--- src/rtl/nes_pad_responder_if.sv ---
// Serial pad link: console latch/clock toward the pad, data back.
// master = console side, slave = pad side.
interface nes_pad_responder_if;
  logic nes_latch;
  logic nes_clk;
  logic data_out;

  modport master (
    output nes_latch,
    output nes_clk,
    input  data_out
  );

  modport slave (
    input  nes_latch,
    input  nes_clk,
    output data_out
  );
endinterface

--- src/rtl/nes_pad_responder.sv ---
// NES pad emulator: latch samples buttons, console clock shifts them out.
// Optional auto-fire for A/B under macro NES_PAD_TURBO_EN.
module nes_pad_responder #(
  parameter int SYNC_STAGES    = 2,
  parameter int TIMEOUT_CYCLES = 50000,
  parameter int TURBO_FRAMES   = 4
) (
  input  logic                  clk,
  input  logic                  reset,
  nes_pad_responder_if.slave    pad,
  input  logic [7:0]            buttons,
  input  logic                  turbo_a,
  input  logic                  turbo_b,
  output logic                  busy,
  output logic                  frame_done,
  output logic [3:0]            bit_index
);

  localparam logic [1:0] IDLE  = 2'd0;
  localparam logic [1:0] LOAD  = 2'd1;
  localparam logic [1:0] SHIFT = 2'd2;
  localparam logic [1:0] DONE  = 2'd3;

  localparam int CW = (TIMEOUT_CYCLES > 2) ? $clog2(TIMEOUT_CYCLES) : 1;
  localparam logic [CW-1:0] CNT_LAST = CW'(TIMEOUT_CYCLES - 1);

  logic [SYNC_STAGES-1:0] latch_sync;
  logic [SYNC_STAGES-1:0] clk_sync;
  logic                   latch_q;
  logic                   clk_q;
  logic                   latch_s;
  logic                   clk_s;
  logic                   latch_rise;
  logic                   latch_fall;
  logic                   clk_rise;
  logic                   any_edge;

  logic [1:0]    state;
  logic [1:0]    state_n;
  logic [7:0]    sr;
  logic [7:0]    sr_n;
  logic [3:0]    idx;
  logic [3:0]    idx_n;
  logic [CW-1:0] cnt;
  logic [CW-1:0] cnt_n;
  logic          dout;
  logic          dout_n;
  logic          done_n;
  logic [7:0]    load_val;

  always_ff @(posedge clk or posedge reset) begin
    if (reset) begin
      latch_sync <= '0;
      clk_sync   <= '0;
      latch_q    <= 1'b0;
      clk_q      <= 1'b0;
    end else begin
      latch_sync <= {latch_sync[SYNC_STAGES-2:0], pad.nes_latch};
      clk_sync   <= {clk_sync[SYNC_STAGES-2:0], pad.nes_clk};
      latch_q    <= latch_s;
      clk_q      <= clk_s;
    end
  end

  assign latch_s    = latch_sync[SYNC_STAGES-1];
  assign clk_s      = clk_sync[SYNC_STAGES-1];
  assign latch_rise = latch_s & ~latch_q;
  assign latch_fall = ~latch_s & latch_q;
  assign clk_rise   = clk_s & ~clk_q;
  assign any_edge   = (latch_s ^ latch_q) | (clk_s ^ clk_q);

`ifdef NES_PAD_TURBO_EN
  localparam int FW = (TURBO_FRAMES > 1) ? $clog2(TURBO_FRAMES) : 1;
  localparam logic [FW-1:0] FRM_LAST = FW'(TURBO_FRAMES - 1);

  logic [FW-1:0] frame_cnt;
  logic          phase;

  always_ff @(posedge clk or posedge reset) begin
    if (reset) begin
      frame_cnt <= '0;
      phase     <= 1'b0;
    end else if (latch_fall) begin
      if (frame_cnt == FRM_LAST) begin
        frame_cnt <= '0;
        phase     <= ~phase;
      end else begin
        frame_cnt <= frame_cnt + 1'b1;
      end
    end
  end

  // Phase 0 fires, so the first frames after reset report the press.
  always_comb begin
    load_val = buttons;
    if (turbo_a) load_val[0] = buttons[0] & ~phase;
    if (turbo_b) load_val[1] = buttons[1] & ~phase;
  end
`else
  logic unused_turbo;
  assign unused_turbo = turbo_a ^ turbo_b;
  assign load_val     = buttons;
`endif

  always_comb begin
    state_n = state;
    sr_n    = sr;
    idx_n   = idx;
    cnt_n   = cnt;
    dout_n  = dout;
    done_n  = 1'b0;
    if (latch_rise) begin
      state_n = LOAD;
      sr_n    = load_val;
      idx_n   = 4'd0;
      cnt_n   = '0;
      dout_n  = ~load_val[0];
    end else begin
      unique case (state)
        IDLE: begin
          dout_n = 1'b1;
          idx_n  = 4'd0;
          cnt_n  = '0;
        end
        LOAD: begin
          sr_n   = load_val;
          dout_n = ~load_val[0];
          idx_n  = 4'd0;
          cnt_n  = '0;
          if (latch_fall) state_n = SHIFT;
        end
        SHIFT: begin
          if (clk_rise) begin
            sr_n  = {1'b1, sr[7:1]};
            idx_n = idx + 4'd1;
            cnt_n = '0;
            if (idx == 4'd7) begin
              state_n = DONE;
              done_n  = 1'b1;
              dout_n  = 1'b0;
            end else begin
              dout_n = ~sr[1];
            end
          end else if (any_edge) begin
            cnt_n = '0;
          end else if (cnt == CNT_LAST) begin
            state_n = IDLE;
            dout_n  = 1'b1;
            idx_n   = 4'd0;
            cnt_n   = '0;
          end else begin
            cnt_n = cnt + 1'b1;
          end
        end
        DONE: begin
          dout_n = 1'b0;
          if (any_edge) begin
            cnt_n = '0;
          end else if (cnt == CNT_LAST) begin
            state_n = IDLE;
            dout_n  = 1'b1;
            idx_n   = 4'd0;
            cnt_n   = '0;
          end else begin
            cnt_n = cnt + 1'b1;
          end
        end
        default: begin
          state_n = IDLE;
          dout_n  = 1'b1;
          idx_n   = 4'd0;
          cnt_n   = '0;
        end
      endcase
    end
  end

  always_ff @(posedge clk or posedge reset) begin
    if (reset) begin
      state      <= IDLE;
      sr         <= 8'h00;
      idx        <= 4'd0;
      cnt        <= '0;
      dout       <= 1'b1;
      busy       <= 1'b0;
      frame_done <= 1'b0;
    end else begin
      state      <= state_n;
      sr         <= sr_n;
      idx        <= idx_n;
      cnt        <= cnt_n;
      dout       <= dout_n;
      busy       <= (state_n == LOAD) || (state_n == SHIFT);
      frame_done <= done_n;
    end
  end

  assign pad.data_out = dout;
  assign bit_index    = idx;

endmodule
--- src/flat_wrapper.sv ---
// flat-port wrapper written by rule: the top's interface ports become plain ports
module nes_pad_responder_flat 
#(
  parameter int SYNC_STAGES    = 2,
  parameter int TIMEOUT_CYCLES = 50000,
  parameter int TURBO_FRAMES   = 4
)
  (clk, reset, buttons, turbo_a, turbo_b, busy, frame_done, bit_index, pad_nes_latch, pad_nes_clk, pad_data_out);
  nes_pad_responder_if pad_i ();
  input  logic clk;
  input  logic reset;
  input  logic [7:0] buttons;
  input  logic turbo_a;
  input  logic turbo_b;
  output logic busy;
  output logic frame_done;
  output logic [3:0] bit_index;
  input wire logic [$bits(pad_i.nes_latch)-1:0] pad_nes_latch;
  input wire logic [$bits(pad_i.nes_clk)-1:0] pad_nes_clk;
  output wire logic [$bits(pad_i.data_out)-1:0] pad_data_out;
  assign pad_i.nes_latch = pad_nes_latch;
  assign pad_i.nes_clk = pad_nes_clk;
  assign pad_data_out = pad_i.data_out;
  nes_pad_responder #(.SYNC_STAGES(SYNC_STAGES), .TIMEOUT_CYCLES(TIMEOUT_CYCLES), .TURBO_FRAMES(TURBO_FRAMES)) u_core (.clk(clk), .reset(reset), .pad(pad_i), .buttons(buttons), .turbo_a(turbo_a), .turbo_b(turbo_b), .busy(busy), .frame_done(frame_done), .bit_index(bit_index));
endmodule
--- config.mk ---
export PLATFORM = sky130hd
export DESIGN_NAME = nes_pad_responder_flat
export DESIGN_NICKNAME = d
export VERILOG_FILES = /design/src/rtl/nes_pad_responder_if.sv /design/src/rtl/nes_pad_responder.sv /design/src/flat_wrapper.sv
export SDC_FILE = /design/constraint.sdc
export NUM_CORES = 1
export LEC_CHECK = 0
export BUFFER_PORTS_ARGS = -buffer_cell sky130_fd_sc_hd__buf_2
export CAP_MARGIN = 20
export CORE_ASPECT_RATIO = 0.8
export CORE_MARGIN = 4
export CORE_UTILIZATION = 60
export CTS_BUF_LIST = sky130_fd_sc_hd__clkbuf_8
export CTS_CLUSTER_DIAMETER = 120
export DETAILED_ROUTE_END_ITERATION = 12
export GPL_TIMING_DRIVEN = 0
export PLACE_DENSITY = 0.81
export SYNTH_ARGS = -nofsm -noshare
export SYNTH_HDL_FRONTEND = slang
export SYNTH_SLANG_ARGS = --single-unit
--- constraint.sdc ---
create_clock -name clk -period 2.8 [get_ports clk]
set_input_delay 0.28 -clock clk [delete_from_list [all_inputs] [get_ports clk]]
set_output_delay 0.28 -clock clk [all_outputs]
set_load 0.005 [all_outputs]
==> impl_metrics.yaml, run 1 <==
outcome:
  status: "finished with violations"
  violations: "hold timing"
logic_synthesis:
  synth_edf_count: 0
  synth_seq_cells: 38
  synthArstFlopShare_pct: 100
  syn_inst: 198
  synth_cell_types: 43
  yosysWarningCount: 0
  synth.yosys.seq_area_share_pct: 48.7
  syn_nets: 221
  syn_area_per_cell_sq_um: 9.88
  syn-cell-area_sq_mm: 0.00196
  synthFlopType: "dfrtp_1"
clock_tree:
  ctsHoldBuffers: 0
  clk_path_buf_depth: 2
  clk_pin_slew_ns: 0.08
  numCtsBuffers: 5
  cts_tree: "yes"
  clkSinkCount: 38
  post_cts_resized: 0
  cts_setup_buffers: 0
  cts-root-buf: "clkbuf_8"
  h-tree-depth: 2
  clk_latency_ns: 0.28
place:
  place.gp.congestion: 0.814
  dp_hpwl_microns: 2900
  post-place-ws_ns: 0.564
  io_buffers: 18
worst_setup_path:
  worstReg2RegStart: "u_core.state[0]"
  worstSetupEndpoint: "u_core.cnt[12]"
  worstSetupEndpointType: "flop"
  worst_ep_required_time_ns: 3.01
  arrival_ns: 2.49
  critical_path_class: "reg2reg"
  slowest_stage: "or4_1"
  path_cells: "inv_1 > ha_1 > clkbuf_2 > nand2b_1 > nor2b_1 > or4_1 > buf_4 > buf_6 > nor2_1"
  cp-start-kind: "flop"
  max_stage_delay_ns: 0.50
  crit_start: "u_core.state[0]"
  critPathMaxFanout: 10
  reg2reg_to: "u_core.cnt[12]"
  r2r_slack_ns: 0.52
  reg2regPathDepth: 9
global_route:
  grt_pass1_wl_microns: 6510
  grt_start_max_net_pins: 18
  grt_usage_pct: 20.1
  grt_pass1_vias: 1426
  gr-total-overflow: 0
  antenna_found_initial: 0
layout:
  layout_commonest_cell: "dfrtp_1"
  area_growth_pct: 14.0
  drive_above_1_share_pct: 16.4
  most-common-layout-cells: "dfrtp_1 (37), nor2_1 (26), buf_2 (18)"
  regArea_sq_um: 952
  antennaDiodeCount: 0
  layout.nets: 248
  fillerInstances: 243
  multi_input_area_sq_um: 923
power_and_ir_drop:
  leakage_uw: 0.00102
  ir_drop_uv: 477
  power_density_mw_per_mm2: 712
timing:
  slew_violations: 0
  timing_hold_violations_final: 9
  fin_crit_ns: 2.28
  finalSetupViolCount: 0
  worst_clock_skew_ns: 0.00597
  setup_ws_ns: 0.521
  rsz0062_at_grt: "false"
  hold_slack_ns: -0.00782
  worstMarginPinSlew_ns: 0.630
  setup-tns-final_ns: 0
  finalCritPeriodShare_pct: 81.4
  max_slew_margin_pct: 57.9
  fmax_mhz: 439
die:
  core-area_sq_mm: 0.00311
  initial_utilization_pct: 62.9
  dieArea_sq_mm: 0.00424
  core.rowCount: 18
  die_width_microns: 71.8
  io_pins: 21
  die_h_microns: 59.1
route:
  ant_nets: 0
  vias: 1521
  dr_wl_met3_microns: 189
  firstDrtPassIters: 4
  m1WireLength_microns: 1760
  vias_per_cell: 5.72
  top_layer: "met4"
  routed_wl_microns: 3880
  wl_met2_microns: 1860
  drt_iter0_drc: 112
  drc: 0
  routedWlPerCell_microns: 14.6
flow_run:
  drv_cap: 0
worst_hold_path:
  hold_path_class: "in2async"
-- stage by stage --
| step | instances | instance area (sq um) | hold WS [ns] | utilization (%) | power, uW |
|---|---|---|---|---|---|
| CTS | 266 | 2230 | 0.000735 | 71.7 | 1590 |
| global placement | 256 | 2100 | 0.333 | 67.4 | 1160 |
| detailed placement | 258 | 2140 | 0.303 | 68.8 | 1210 |
| floorplan | 198 | 1960 | 0.311 | - | 1080 |
| finish | 266 | 2230 | -0.00782 | 71.7 | 1590 |
| global route | 266 | 2230 | 0.0213 | 71.7 | 1700 |
-- registers in the layout, summed over array words and instances (netlist names) --
signal	cells
u_core.pad.data_out	1
u_core.state	2
u_core.clk_q	1
u_core.bit_index	4
u_core.latch_q	1
u_core.cnt	16
u_core.sr	7
u_core.frame_done	1
u_core.latch_sync	2
u_core.clk_sync	2
u_core.busy	1
-- worst max-delay path: cells and delay by family (launching register included) --
kind,cells,cell delay (ns)
adders and majority gates,1,0.15
buffers and inverters,4,0.65
DFF,1,0.45
and+or+nand+nor,4,0.96
-- worst min path at each step --
stage,start,end
2_1_floorplan,pad_nes_clk,u_core.clk_sync[0]
3_3_place_gp,u_core.clk_sync[0],u_core.clk_sync[1]
3_5_place_dp,reset,u_core.cnt[11]
4_1_cts,reset,u_core.cnt[11]
5_1_grt,reset,u_core.cnt[12]
6_report,reset,u_core.cnt[12]
-- cell type report --
class / count / share of cell area (%)
multi-input combinational: 142 / 41.4
timing repair buffer: 20 / 5.95
clock inverter: 2 / 0.393
inverter: 10 / 1.68
tap: 40 / 2.24
buffer: 8 / 1.91
sequential: 38 / 42.7
clock buffer: 6 / 3.70
-- where the power goes --
group	total, uW	switching [uW]	internal (uW)	leakage [uW]
Sequential	705	63.3	642	0.000494
Combinational	504	300	205	0.000470
Clock	378	183	195	0.0000524
Total	1590	546	1040	0.00102
-- Yosys cell counts, types with 2 or more instances --
| cell type | instances | area share (%) |
|---|---|---|
| inv_1 | 10 | 1.9 |
| nor2_1 | 26 | 5.0 |
| clkbuf_1 | 4 | 0.77 |
| mux2i_1 | 6 | 3.1 |
| nand3_1 | 4 | 1.0 |
| dfrtp_1 | 37 | 47 |
| a31oi_1 | 4 | 1.3 |
| and2_1 | 3 | 0.96 |
| ha_1 | 9 | 5.8 |
| xor2_1 | 10 | 4.5 |
| a21oi_2 | 2 | 0.90 |
| nor2b_1 | 3 | 0.96 |
| nor3_1 | 4 | 1.0 |
| nand2_1 | 14 | 2.7 |
| nand2b_1 | 2 | 0.64 |
| and4_1 | 2 | 0.90 |
| xnor2_1 | 2 | 0.90 |
| nand4_1 | 5 | 1.6 |
| o21bai_1 | 3 | 1.2 |
| a21oi_1 | 13 | 3.3 |
| or3_1 | 2 | 0.64 |
| o21ai_0 | 12 | 3.1 |
-- cell families (layout without fill, tap and decap cells) --
logic type	Yosys count	count (layout)	synth area share, %
xor+xnor	12	12	5.37
simple gates	75	75	20.3
fa+ha+maj	9	9	5.76
flops	38	38	48.7
mux	6	6	3.07
compound gates	40	40	12.7
buf+inv	18	46	4.09
-- routing by layer --
layer / vias up / GRT usage (%)
met5: - / 0
met4: 0 / 8.04
met3: 9 / 5.08
met2: 47 / 33.0
met1: 730 / 25.8
li1: 735 / -
(Power assumes the default switching activity.)
==> run 2, diff against run 1 <==
==> constraint.sdc (replaced) <==
create_clock -name clk -period 2.3 [get_ports clk]
set_input_delay 0.23 -clock clk [delete_from_list [all_inputs] [get_ports clk]]
set_output_delay 0.23 -clock clk [all_outputs]
set_load 0.005 [all_outputs]
==> run 2 against run 1 <==
The run now ends clean. Critical path depth is the same. Final area increased by 0.67%. Power increased by 22%. Via count shrank 0.85%. Wire length rose by 1.5%. Hold slack improved by 0.059 ns. Worst setup slack lost 0.42 ns. Sequential share of layout area is 0.17 points lower. Register-to-register slack got worse by 0.42 ns. Maximum frequency rose by 3.6%. Highest routed layer unchanged.
==> impl_metrics.yaml, run 2 (synthesis gave the netlist of run 1 again) <==
timing:
  worst_clock_skew_ns: 0.00531
  setup_ws_ns: 0.100
  fin_crit_ns: 2.20
  timing_hold_violations_final: 0
  rsz0062_at_grt: "false"
  max_slew_margin_pct: 57.8
  slew_violations: 0
  worstMarginPinSlew_ns: 0.631
  fmax_mhz: 455
  finalSetupViolCount: 0
  setup-tns-final_ns: 0
  finalCritPeriodShare_pct: 95.6
clock_tree:
  cts_tree: "yes"
  cts_setup_buffers: 0
  clk_latency_ns: 0.28
  clk_pin_slew_ns: 0.07
  numCtsBuffers: 5
  clk_path_buf_depth: 2
  cts-root-buf: "clkbuf_8"
  clkSinkCount: 38
  h-tree-depth: 2
global_route:
  antenna_found_initial: 0
  grt_pass1_wl_microns: 6530
  grt_usage_pct: 20.2
  grt_start_max_net_pins: 18
  grt_pass1_vias: 1429
  gr-total-overflow: 0
die:
  io_pins: 21
  core.rowCount: 18
  die_h_microns: 59.1
  die_width_microns: 71.8
  dieArea_sq_mm: 0.00424
  core-area_sq_mm: 0.00311
  initial_utilization_pct: 62.9
route:
  wl_met2_microns: 1930
  drt_iter0_drc: 100
  m1WireLength_microns: 1780
  vias_per_cell: 5.65
  vias: 1508
  drc: 0
  dr_wl_met3_microns: 174
  ant_nets: 0
  routed_wl_microns: 3940
  routedWlPerCell_microns: 14.8
  top_layer: "met4"
  firstDrtPassIters: 4
place:
  place.gp.congestion: 0.814
  io_buffers: 18
  post-place-ws_ns: 0.0640
  dp_hpwl_microns: 2900
  placed_area_sq_mm: 0.00214
layout:
  top_register: "u_core.cnt"
  fillerInstances: 241
  layout.nets: 249
  most-common-layout-cells: "dfrtp_1 (35), nor2_1 (26), buf_2 (18)"
  area_growth_pct: 14.8
  drive_above_1_share_pct: 17.6
  largest_reg_flops: 16
  antennaDiodeCount: 0
  fin_area_sq_mm: 0.00224
  layout_commonest_cell: "dfrtp_1"
worst_setup_path:
  worstSetupEndpointType: "flop"
  worst_ep_required_time_ns: 2.51
  slowest_stage: "or4_1"
  max_stage_delay_ns: 0.50
  crit_start: "u_core.state[0]"
  critical_path_class: "reg2reg"
  path_cells: "inv_2 > ha_1 > clkbuf_4 > nand2b_1 > nor2b_1 > or4_1 > buf_4 > buf_6 > nor2_1"
  critPathMaxFanout: 10
  arrival_ns: 2.41
  worstReg2RegStart: "u_core.state[0]"
  cp-start-kind: "flop"
power_and_ir_drop:
  p_comb_share_pct: 31.9
  p_sw_uw: 668
  leakage_uw: 0.00102
  ir_drop_uv: 580
  power_density_mw_per_mm2: 866
  internal_power_uw: 1270
  switching_share_pct: 34.4
  seq_power_share_pct: 44.4
  clkPwrFrac_pct: 23.7
worst_hold_path:
  hold_start: "pad_nes_clk"
  hold_path_class: "in2reg"
outcome:
  status: "finished, final reports clean"
flow_run:
  drv_cap: 0
-- run 2: cell types whose count changed in the layout (fill, tap and decap cells not counted), sizes merged --
cell         delta
dlygate4sd3     +1
-- run 2: routing by layer --
metal,GRT usage [%],vias to the layer above
li1,-,737
met1,25.9,730
met2,33.0,34
met3,5.08,7
met4,8.04,0
met5,0,-
-- run 2: power groups by stage --
stage / combinational, uW / sequential, uW / clock, uW
after floorplan: 459 / 851 / 0
after global placement: 558 / 859 / 0
after detailed placement: 607 / 869 / 0
after CTS: 617 / 857 / 469
after global routing: 704 / 876 / 504
final: 620 / 863 / 461
-- run 2: per-stage QoR --
stage               util [%]  hold WS (ns)  std cells  power (uW)
floorplan                  -         0.261        198        1310
global placement        67.4         0.333        256        1420
detailed placement      68.8         0.253        258        1480
CTS                     72.1        0.0458        267        1940
global route            72.2        0.0409        267        2080
finish                  72.2        0.0512        267        1940
-- run 2: worst max-delay path, delay by kind of cell (launching register included) --
kind          cells  cell delay [ns]
buf+inv           4             0.59
simple gates      4             0.94
flops             1             0.45
fa+ha+maj         1             0.14
-- run 2: what timing repair did --
item | in CTS | in global routing
endpoints found under the setup margin | 0 | 10
gates resized for setup | 0 | 5
hold endpoints to repair | 9 | 0
hold buffers | 1 | 0
-- run 2: layout make-up --
class	count	area, sq um	area share [%]
tap	40	50.0	2.23
timing repair buffer	21	143	6.35
multi-input combinational	142	923	41.1
clock inverter	2	8.76	0.390
buffer	8	45.0	2.01
sequential	38	955	42.5
inverter	10	37.5	1.67
clock buffer	6	82.6	3.68
-- run 2: worst paths after layout --
path | depth (start not counted) | slack [ns] | end
min in group asynchronous | 3 | 0.49 | u_core.cnt[12]
min | 1 | 0.05 | u_core.clk_sync[0]
max in group asynchronous | 5 | 1.19 | u_core.state[1]
min reg2reg | 0 | 0.35 | u_core.clk_sync[1]
max | 9 | 0.10 | u_core.cnt[12]
max reg2reg | 9 | 0.10 | u_core.cnt[12]
